File: src/rtl/fht_reorder_loader.sv
// FHT input reorder loader.
// Walks an index j over 2^A_BIT source addresses, in linear or bit-reversed
// order. For each index it reads all BANKS source words at once through a
// shared read address, then writes them one bank per cycle to the
// destination at address j. Every output is driven straight from a flop.
module fht_reorder_loader #(
   parameter int D_BIT  = 16,
   parameter int A_BIT  = 8,
   parameter int BANKS  = 4,
   parameter int RD_LAT = 1
) (
   input  logic                     iCLK,
   input  logic                     iRESET,
   input  logic                     iSTART,
   input  logic                     iMODE,
   input  logic                     iABORT,
   output logic [A_BIT-1:0]         oADDR_RD,
   input  logic [BANKS*D_BIT-1:0]   iDATA_RD,
   output logic [D_BIT-1:0]         oDATA_WR,
   output logic [A_BIT-1:0]         oADDR_WR,
   output logic [BANKS-1:0]         oWE,
   output logic                     oBUSY,
   output logic                     oRDY
);

   // Bank-select counter width; a single bank still needs one bit.
   localparam int KW = (BANKS > 1) ? $clog2(BANKS) : 1;
   localparam logic [KW-1:0]  K_LAST  = KW'(BANKS - 1);
   localparam logic [1:0]     RD_LAST = 2'(RD_LAT);
   // j has one spare bit, so the last index is compared without any wrap.
   localparam logic [A_BIT:0] J_LAST  = {1'b0, {A_BIT{1'b1}}};

   typedef enum logic [1:0] {
      S_IDLE  = 2'd0,
      S_READ  = 2'd1,
      S_WRITE = 2'd2,
      S_DONE  = 2'd3
   } state_t;

   state_t                 state_q,   state_d;
   logic [A_BIT:0]         j_q,       j_d;
   logic                   mode_q,    mode_d;
   logic [1:0]             rd_cnt_q,  rd_cnt_d;
   logic [KW-1:0]          k_q,       k_d;
   logic [BANKS*D_BIT-1:0] cap_q,     cap_d;
   logic [A_BIT-1:0]       addr_rd_q, addr_rd_d;
   logic [A_BIT-1:0]       addr_wr_q, addr_wr_d;
   logic [D_BIT-1:0]       data_wr_q, data_wr_d;
   logic [BANKS-1:0]       we_q,      we_d;
   logic                   busy_q,    busy_d;
   logic                   rdy_q,     rdy_d;

   logic [A_BIT:0]         j_inc_s;
   logic [KW-1:0]          k_inc_s;

   // Mirror an address: bit i trades places with bit A_BIT-1-i.
   function automatic logic [A_BIT-1:0] bitrev(input logic [A_BIT-1:0] v);
      logic [A_BIT-1:0] r;
      for (int i = 0; i < A_BIT; i++) begin
         r[i] = v[A_BIT-1-i];
      end
      return r;
   endfunction

   // Source address for index j under the latched ordering mode.
   function automatic logic [A_BIT-1:0] rd_addr(input logic m, input logic [A_BIT-1:0] j);
      return m ? bitrev(j) : j;
   endfunction

   // Strobe pattern that selects only bank k.
   function automatic logic [BANKS-1:0] one_hot(input logic [KW-1:0] k);
      logic [BANKS-1:0] r;
      r = '0;
      for (int b = 0; b < BANKS; b++) begin
         r[b] = (k == KW'(b));
      end
      return r;
   endfunction

   // Bank k's word from a packed multi-bank vector.
   function automatic logic [D_BIT-1:0] word_sel(input logic [BANKS*D_BIT-1:0] v,
                                                 input logic [KW-1:0]          k);
      logic [D_BIT-1:0] w;
      w = '0;
      for (int b = 0; b < BANKS; b++) begin
         w = (k == KW'(b)) ? v[b*D_BIT +: D_BIT] : w;
      end
      return w;
   endfunction

   assign j_inc_s = j_q + (A_BIT+1)'(1);
   assign k_inc_s = k_q + KW'(1);

   // Sequencer: next state and next value of every registered output.
   always_comb begin
      state_d   = state_q;
      j_d       = j_q;
      mode_d    = mode_q;
      rd_cnt_d  = rd_cnt_q;
      k_d       = k_q;
      cap_d     = cap_q;
      addr_rd_d = addr_rd_q;
      addr_wr_d = addr_wr_q;
      data_wr_d = data_wr_q;
      we_d      = '0;
      rdy_d     = 1'b0;

      case (state_q)
         S_IDLE: begin
            // An abort while idle changes nothing; only start matters here.
            if (iSTART) begin
               state_d   = S_READ;
               mode_d    = iMODE;
               j_d       = '0;
               rd_cnt_d  = 2'd0;
               addr_rd_d = '0;   // index 0 maps to address 0 in both orders
            end else begin
               state_d   = S_IDLE;
            end
         end

         S_READ: begin
            if (iABORT) begin
               state_d = S_IDLE;
            end else if (rd_cnt_q == RD_LAST) begin
               // Read data for the held address is valid now; capture it
               // and present bank 0 in the first write cycle.
               state_d   = S_WRITE;
               cap_d     = iDATA_RD;
               k_d       = '0;
               we_d      = one_hot(KW'(0));
               addr_wr_d = j_q[A_BIT-1:0];
               data_wr_d = iDATA_RD[D_BIT-1:0];
            end else begin
               rd_cnt_d  = rd_cnt_q + 2'd1;
            end
         end

         S_WRITE: begin
            if (iABORT) begin
               state_d = S_IDLE;
            end else if (k_q == K_LAST) begin
               if (j_q == J_LAST) begin
                  state_d = S_DONE;
                  rdy_d   = 1'b1;
               end else begin
                  state_d   = S_READ;
                  j_d       = j_inc_s;
                  rd_cnt_d  = 2'd0;
                  addr_rd_d = rd_addr(mode_q, j_inc_s[A_BIT-1:0]);
               end
            end else begin
               k_d       = k_inc_s;
               we_d      = one_hot(k_inc_s);
               data_wr_d = word_sel(cap_q, k_inc_s);
            end
         end

         S_DONE: begin
            state_d = S_IDLE;
         end

         default: begin
            state_d = S_IDLE;
         end
      endcase

      busy_d = (state_d != S_IDLE);
   end

   // State and output registers, cleared asynchronously by reset.
   always_ff @(posedge iCLK or negedge iRESET) begin
      if (!iRESET) begin
         state_q   <= S_IDLE;
         j_q       <= '0;
         mode_q    <= 1'b0;
         rd_cnt_q  <= 2'd0;
         k_q       <= '0;
         cap_q     <= '0;
         addr_rd_q <= '0;
         addr_wr_q <= '0;
         data_wr_q <= '0;
         we_q      <= '0;
         busy_q    <= 1'b0;
         rdy_q     <= 1'b0;
      end else begin
         state_q   <= state_d;
         j_q       <= j_d;
         mode_q    <= mode_d;
         rd_cnt_q  <= rd_cnt_d;
         k_q       <= k_d;
         cap_q     <= cap_d;
         addr_rd_q <= addr_rd_d;
         addr_wr_q <= addr_wr_d;
         data_wr_q <= data_wr_d;
         we_q      <= we_d;
         busy_q    <= busy_d;
         rdy_q     <= rdy_d;
      end
   end

   assign oADDR_RD = addr_rd_q;
   assign oADDR_WR = addr_wr_q;
   assign oDATA_WR = data_wr_q;
   assign oWE      = we_q;
   assign oBUSY    = busy_q;
   assign oRDY     = rdy_q;

endmodule
File: config.mk
export PLATFORM = sky130hd
export DESIGN_NAME = fht_reorder_loader
export DESIGN_NICKNAME = d
export VERILOG_FILES = /design/src/rtl/fht_reorder_loader.sv
export SDC_FILE = /design/constraint.sdc
export NUM_CORES = 1
export LEC_CHECK = 0
export BUFFER_PORTS_ARGS = -buffer_cell sky130_fd_sc_hd__buf_2
export CORE_UTILIZATION = 50
export CTS_BUF_LIST = sky130_fd_sc_hd__clkbuf_4 sky130_fd_sc_hd__clkbuf_8
export CTS_CLUSTER_SIZE = 10
export DETAILED_ROUTE_END_ITERATION = 16
export PLACE_DENSITY = 0.73
export SETUP_SLACK_MARGIN = 0.02
export SYNTH_ARGS = -nofsm -noshare
export SYNTH_HDL_FRONTEND = slang
export SYNTH_SLANG_ARGS = --single-unit
File: constraint.sdc
create_clock -name iCLK -period 5.49 [get_ports iCLK]
set_clock_uncertainty 0.1 [all_clocks]
set_input_delay 1.098 -clock iCLK [delete_from_list [all_inputs] [get_ports iCLK]]
set_output_delay 1.098 -clock iCLK [all_outputs]
set_load 0.005 [all_outputs]
==> flow_metrics.env <==
export IMPL_clock_sinks=118
export IMPL_cts_tree="built"
export IMPL_nNetsFinal=682
export IMPL_die_x_um=108
export IMPL_via_per_inst=5.65
export IMPL_hold_depth=2
export IMPL_grt_start_max_net_pins=79
export IMPL_die_area_mm2=0.0117
export IMPL_power_leakage_nw=3.10
export IMPL_area_growth_pct=17.8
export IMPL_reg2reg_depth=8
export IMPL_power_density_mw_per_mm2=427
export IMPL_syn_area_mm2=0.00563
export IMPL_power_w=0.00283
export IMPL_routabilityCongestion=0.776
export IMPL_drt_met1_wl_um=5510
export IMPL_hold_violations=0
export IMPL_drtPass1Iterations=5
export IMPL_routed_wl_met3_um=746
export IMPL_final_setup_tns_ns=0
export IMPL_synthCells=507
export IMPL_syn_avg_cell_area_um2=11.1
export IMPL_slew_viol_final=0
export IMPL_grtUsageTotal=0.232
export IMPL_num_antenna_cells=0
export IMPL_worstPathMaxFanout=7
export IMPL_synth_largest_area_cell="dfrtp_1"
export IMPL_cts_root_buf="clkbuf_8"
export IMPL_core_area_mm2=0.0109
export IMPL_ys_seq_area_frac=0.524
export IMPL_start_kind="flop"
export IMPL_status="finished clean"
export IMPL_vias=4246
export IMPL_h_tree_depth=4
export IMPL_drt_total_wl_um=12600
export IMPL_synth_fp_nets=590
export IMPL_pre_cts_ws_ns=2.31
export IMPL_cap_violations=0
export IMPL_placed_area_mm2=0.00620
export IMPL_cts_resized_gates=0
export IMPL_timing_final_crit_share=0.542
export IMPL_grt_pass1_wl_um=20700
export IMPL_postRouteAntennaNets=0
export IMPL_worstSetupPathType="flop to flop"
export IMPL_drive_gt1_frac=0.358
export IMPL_synth_cell_types=49
export IMPL_ys_dominant_reg_cell="dfrtp_1"
export IMPL_post_route_drc_count=0
export IMPL_synth_edf_count=0
export IMPL_slew_headroom=0.191
export IMPL_dpl_cell_count=720
export IMPL_grt_pass1_vias=4340
export IMPL_antenna_found_initial=1
export IMPL_fin_area_mm2=0.00663
export IMPL_ctsHoldBuffers=0
export IMPL_yosysWarnings=0
export IMPL_grt_overflow_total=0
export IMPL_setup_viol=0
export IMPL_routed_top_layer="met5"
export IMPL_insertion_delay_ns=0.43
export IMPL_ys_async_sr_fraction=1.00
export IMPL_finalNonFillerCells=752
export IMPL_synth_area_leaders="dfrtp_1, mux2_2, nand2_1"
export IMPL_hp_class="flop to flop"
export IMPL_clock_fmax_ghz=0.336
export IMPL_vdd_drop_max_mv=0.251
export IMPL_worst_pin_slew_ns=1.21
export IMPL_synth_seq_cells=118
export IMPL_crit_path_end_kind="flop"
export IMPL_first_iter_violations=269
export IMPL_rsz0062_at_grt="no"
export IMPL_worstPathRequired_ns=5.67
export IMPL_clk_path_buf_depth=2
export IMPL_min_period_ns=2.97
export IMPL_dpl_hpwl_um=8550
export IMPL_cts_setup_buffers=0
export IMPL_met2_wirelength_um=6160
export IMPL_worst_slack_ns=2.52
export IMPL_io_buffers=106
export IMPL_fp_row_count=38
export IMPL_arrival_ns=3.15
export IMPL_wl_per_cell_um=16.8
export IMPL_cts_made_buffers=17
export IMPL_clk_transition_reported_paths_ns=0.07
export IMPL_initial_core_util=0.517
export IMPL_io_pins=107
export IMPL_synth_top_area_frac=0.524
export IMPL_chipHeight_um=108
## Yosys cell counts, drive strengths merged, types with 2 or more instances
cell type,instances
or3b,2
buf,16
dfrtp,118
clkbuf,20
a31oi,4
a221oi,17
mux2i,3
nor2,7
and3,4
o21ai,36
a21oi,21
inv,24
nor2b,9
o311a,4
nand2b,5
mux2,72
nand3,8
nand3b,14
o21a,2
o22ai,13
ha,14
a32o,3
a211o,2
nor3,5
or3,4
a211oi,2
nand2,60
a22o,4
## final cells by class
class | count | area [µm²]
Sequential cell | 118 | 2950
Fill cell | 913 | 4260
Timing Repair Buffer | 109 | 556
Clock buffer | 19 | 255
Inverter | 24 | 90.1
Tap cell | 140 | 175
Clock inverter | 13 | 180
Multi-Input combinational cell | 329 | 2420
## cells in the final DEF (no fill, tap or decap), types with 3 or more instances in the layout
cell type	netlist	routed
a21oi_1	21	21
a221oi_1	17	17
a22o_1	4	4
a31oi_1	4	4
a32o_1	3	3
and3_1	4	4
buf_2	11	105
buf_4	1	4
bufinv_16	0	4
clkbuf_8	0	18
clkinv_2	0	3
clkinvlp_4	0	6
dfrtp_1	118	118
ha_1	14	13
inv_1	24	24
mux2_2	72	72
mux2i_1	3	3
nand2_1	60	60
nand2b_1	4	4
nand3_1	8	8
nand3b_1	14	14
nor2_1	7	7
nor2b_1	9	9
nor3_1	5	5
o21ai_0	34	34
o22ai_1	13	13
o311a_1	4	4
or3_1	3	3
## state kept, by name (all words and copies together), names as in the netlist
signal,count
oWE,4
oADDR_WR,8
oADDR_RD,8
oDATA_WR,16
cap_q,64
j_q,9
oRDY,1
mode_q,1
rd_cnt_q,2
oBUSY,1
state_q,2
k_q,2
## worst max-delay path, stage by stage, from the launching register on
cell,delay [ns]
dfrtp_1,0.45
ha_1,0.31
nand2_1,0.23
nor2_1,0.09
and3_1,0.19
ha_1,0.23
or3b_1,0.43
a211oi_1,0.60
o22ai_1,0.19
## path summary, 6_finish.rpt
path / slack (ns) / from / end
min in group asynchronous: 0.71 / iRESET / oRDY
setup reg to reg: 2.52 / j_q[0] / j_q[8]
setup / recovery: 2.52 / j_q[0] / j_q[8]
max in group asynchronous: 3.51 / iRESET / cap_q[48]
hold / removal: 0.38 / oDATA_WR[12] / oDATA_WR[12]
hold reg to reg: 0.38 / oDATA_WR[12] / oDATA_WR[12]
## routing by layer
metal / global-route usage / up-vias
met3: 0.0675 / 21
li1: - / 1994
met2: 0.372 / 144
met4: 0.0841 / 2
met5: 0 / -
met1: 0.298 / 2085
## per-stage QoR
| step | utilization | hold slack [ns] |
|---|---|---|
| 2_1_floorplan | - | 0.373 |
| 5_1_grt | 0.609 | 0.405 |
| 6_report | 0.609 | 0.376 |
| 4_1_cts | 0.609 | 0.383 |
| 3_5_place_dp | 0.569 | 0.369 |
| 3_3_place_gp | 0.569 | 0.361 |
## power by group
group / leakage, nW / internal [W] / switching [W] / total (W)
Clock: 0.203 / 0.000508 / 0.000353 / 0.000861
Combinational: 1.39 / 0.000361 / 0.000286 / 0.000647
Sequential: 1.51 / 0.00116 / 0.000166 / 0.00133
Total: 3.10 / 0.00203 / 0.000805 / 0.00283
## cell families (layout without fill, tap and decap cells)
family | Yosys count | in the layout | synth area share
simple gates | 123 | 123 | 0.111
flops | 118 | 118 | 0.524
compound gates | 116 | 116 | 0.137
mux | 75 | 75 | 0.149
buf+inv | 60 | 165 | 0.0458
fa+ha+maj | 14 | 14 | 0.0311
xor+xnor | 1 | 1 | 0.00156
No activity file was read; power rests on OpenSTA's default activity.
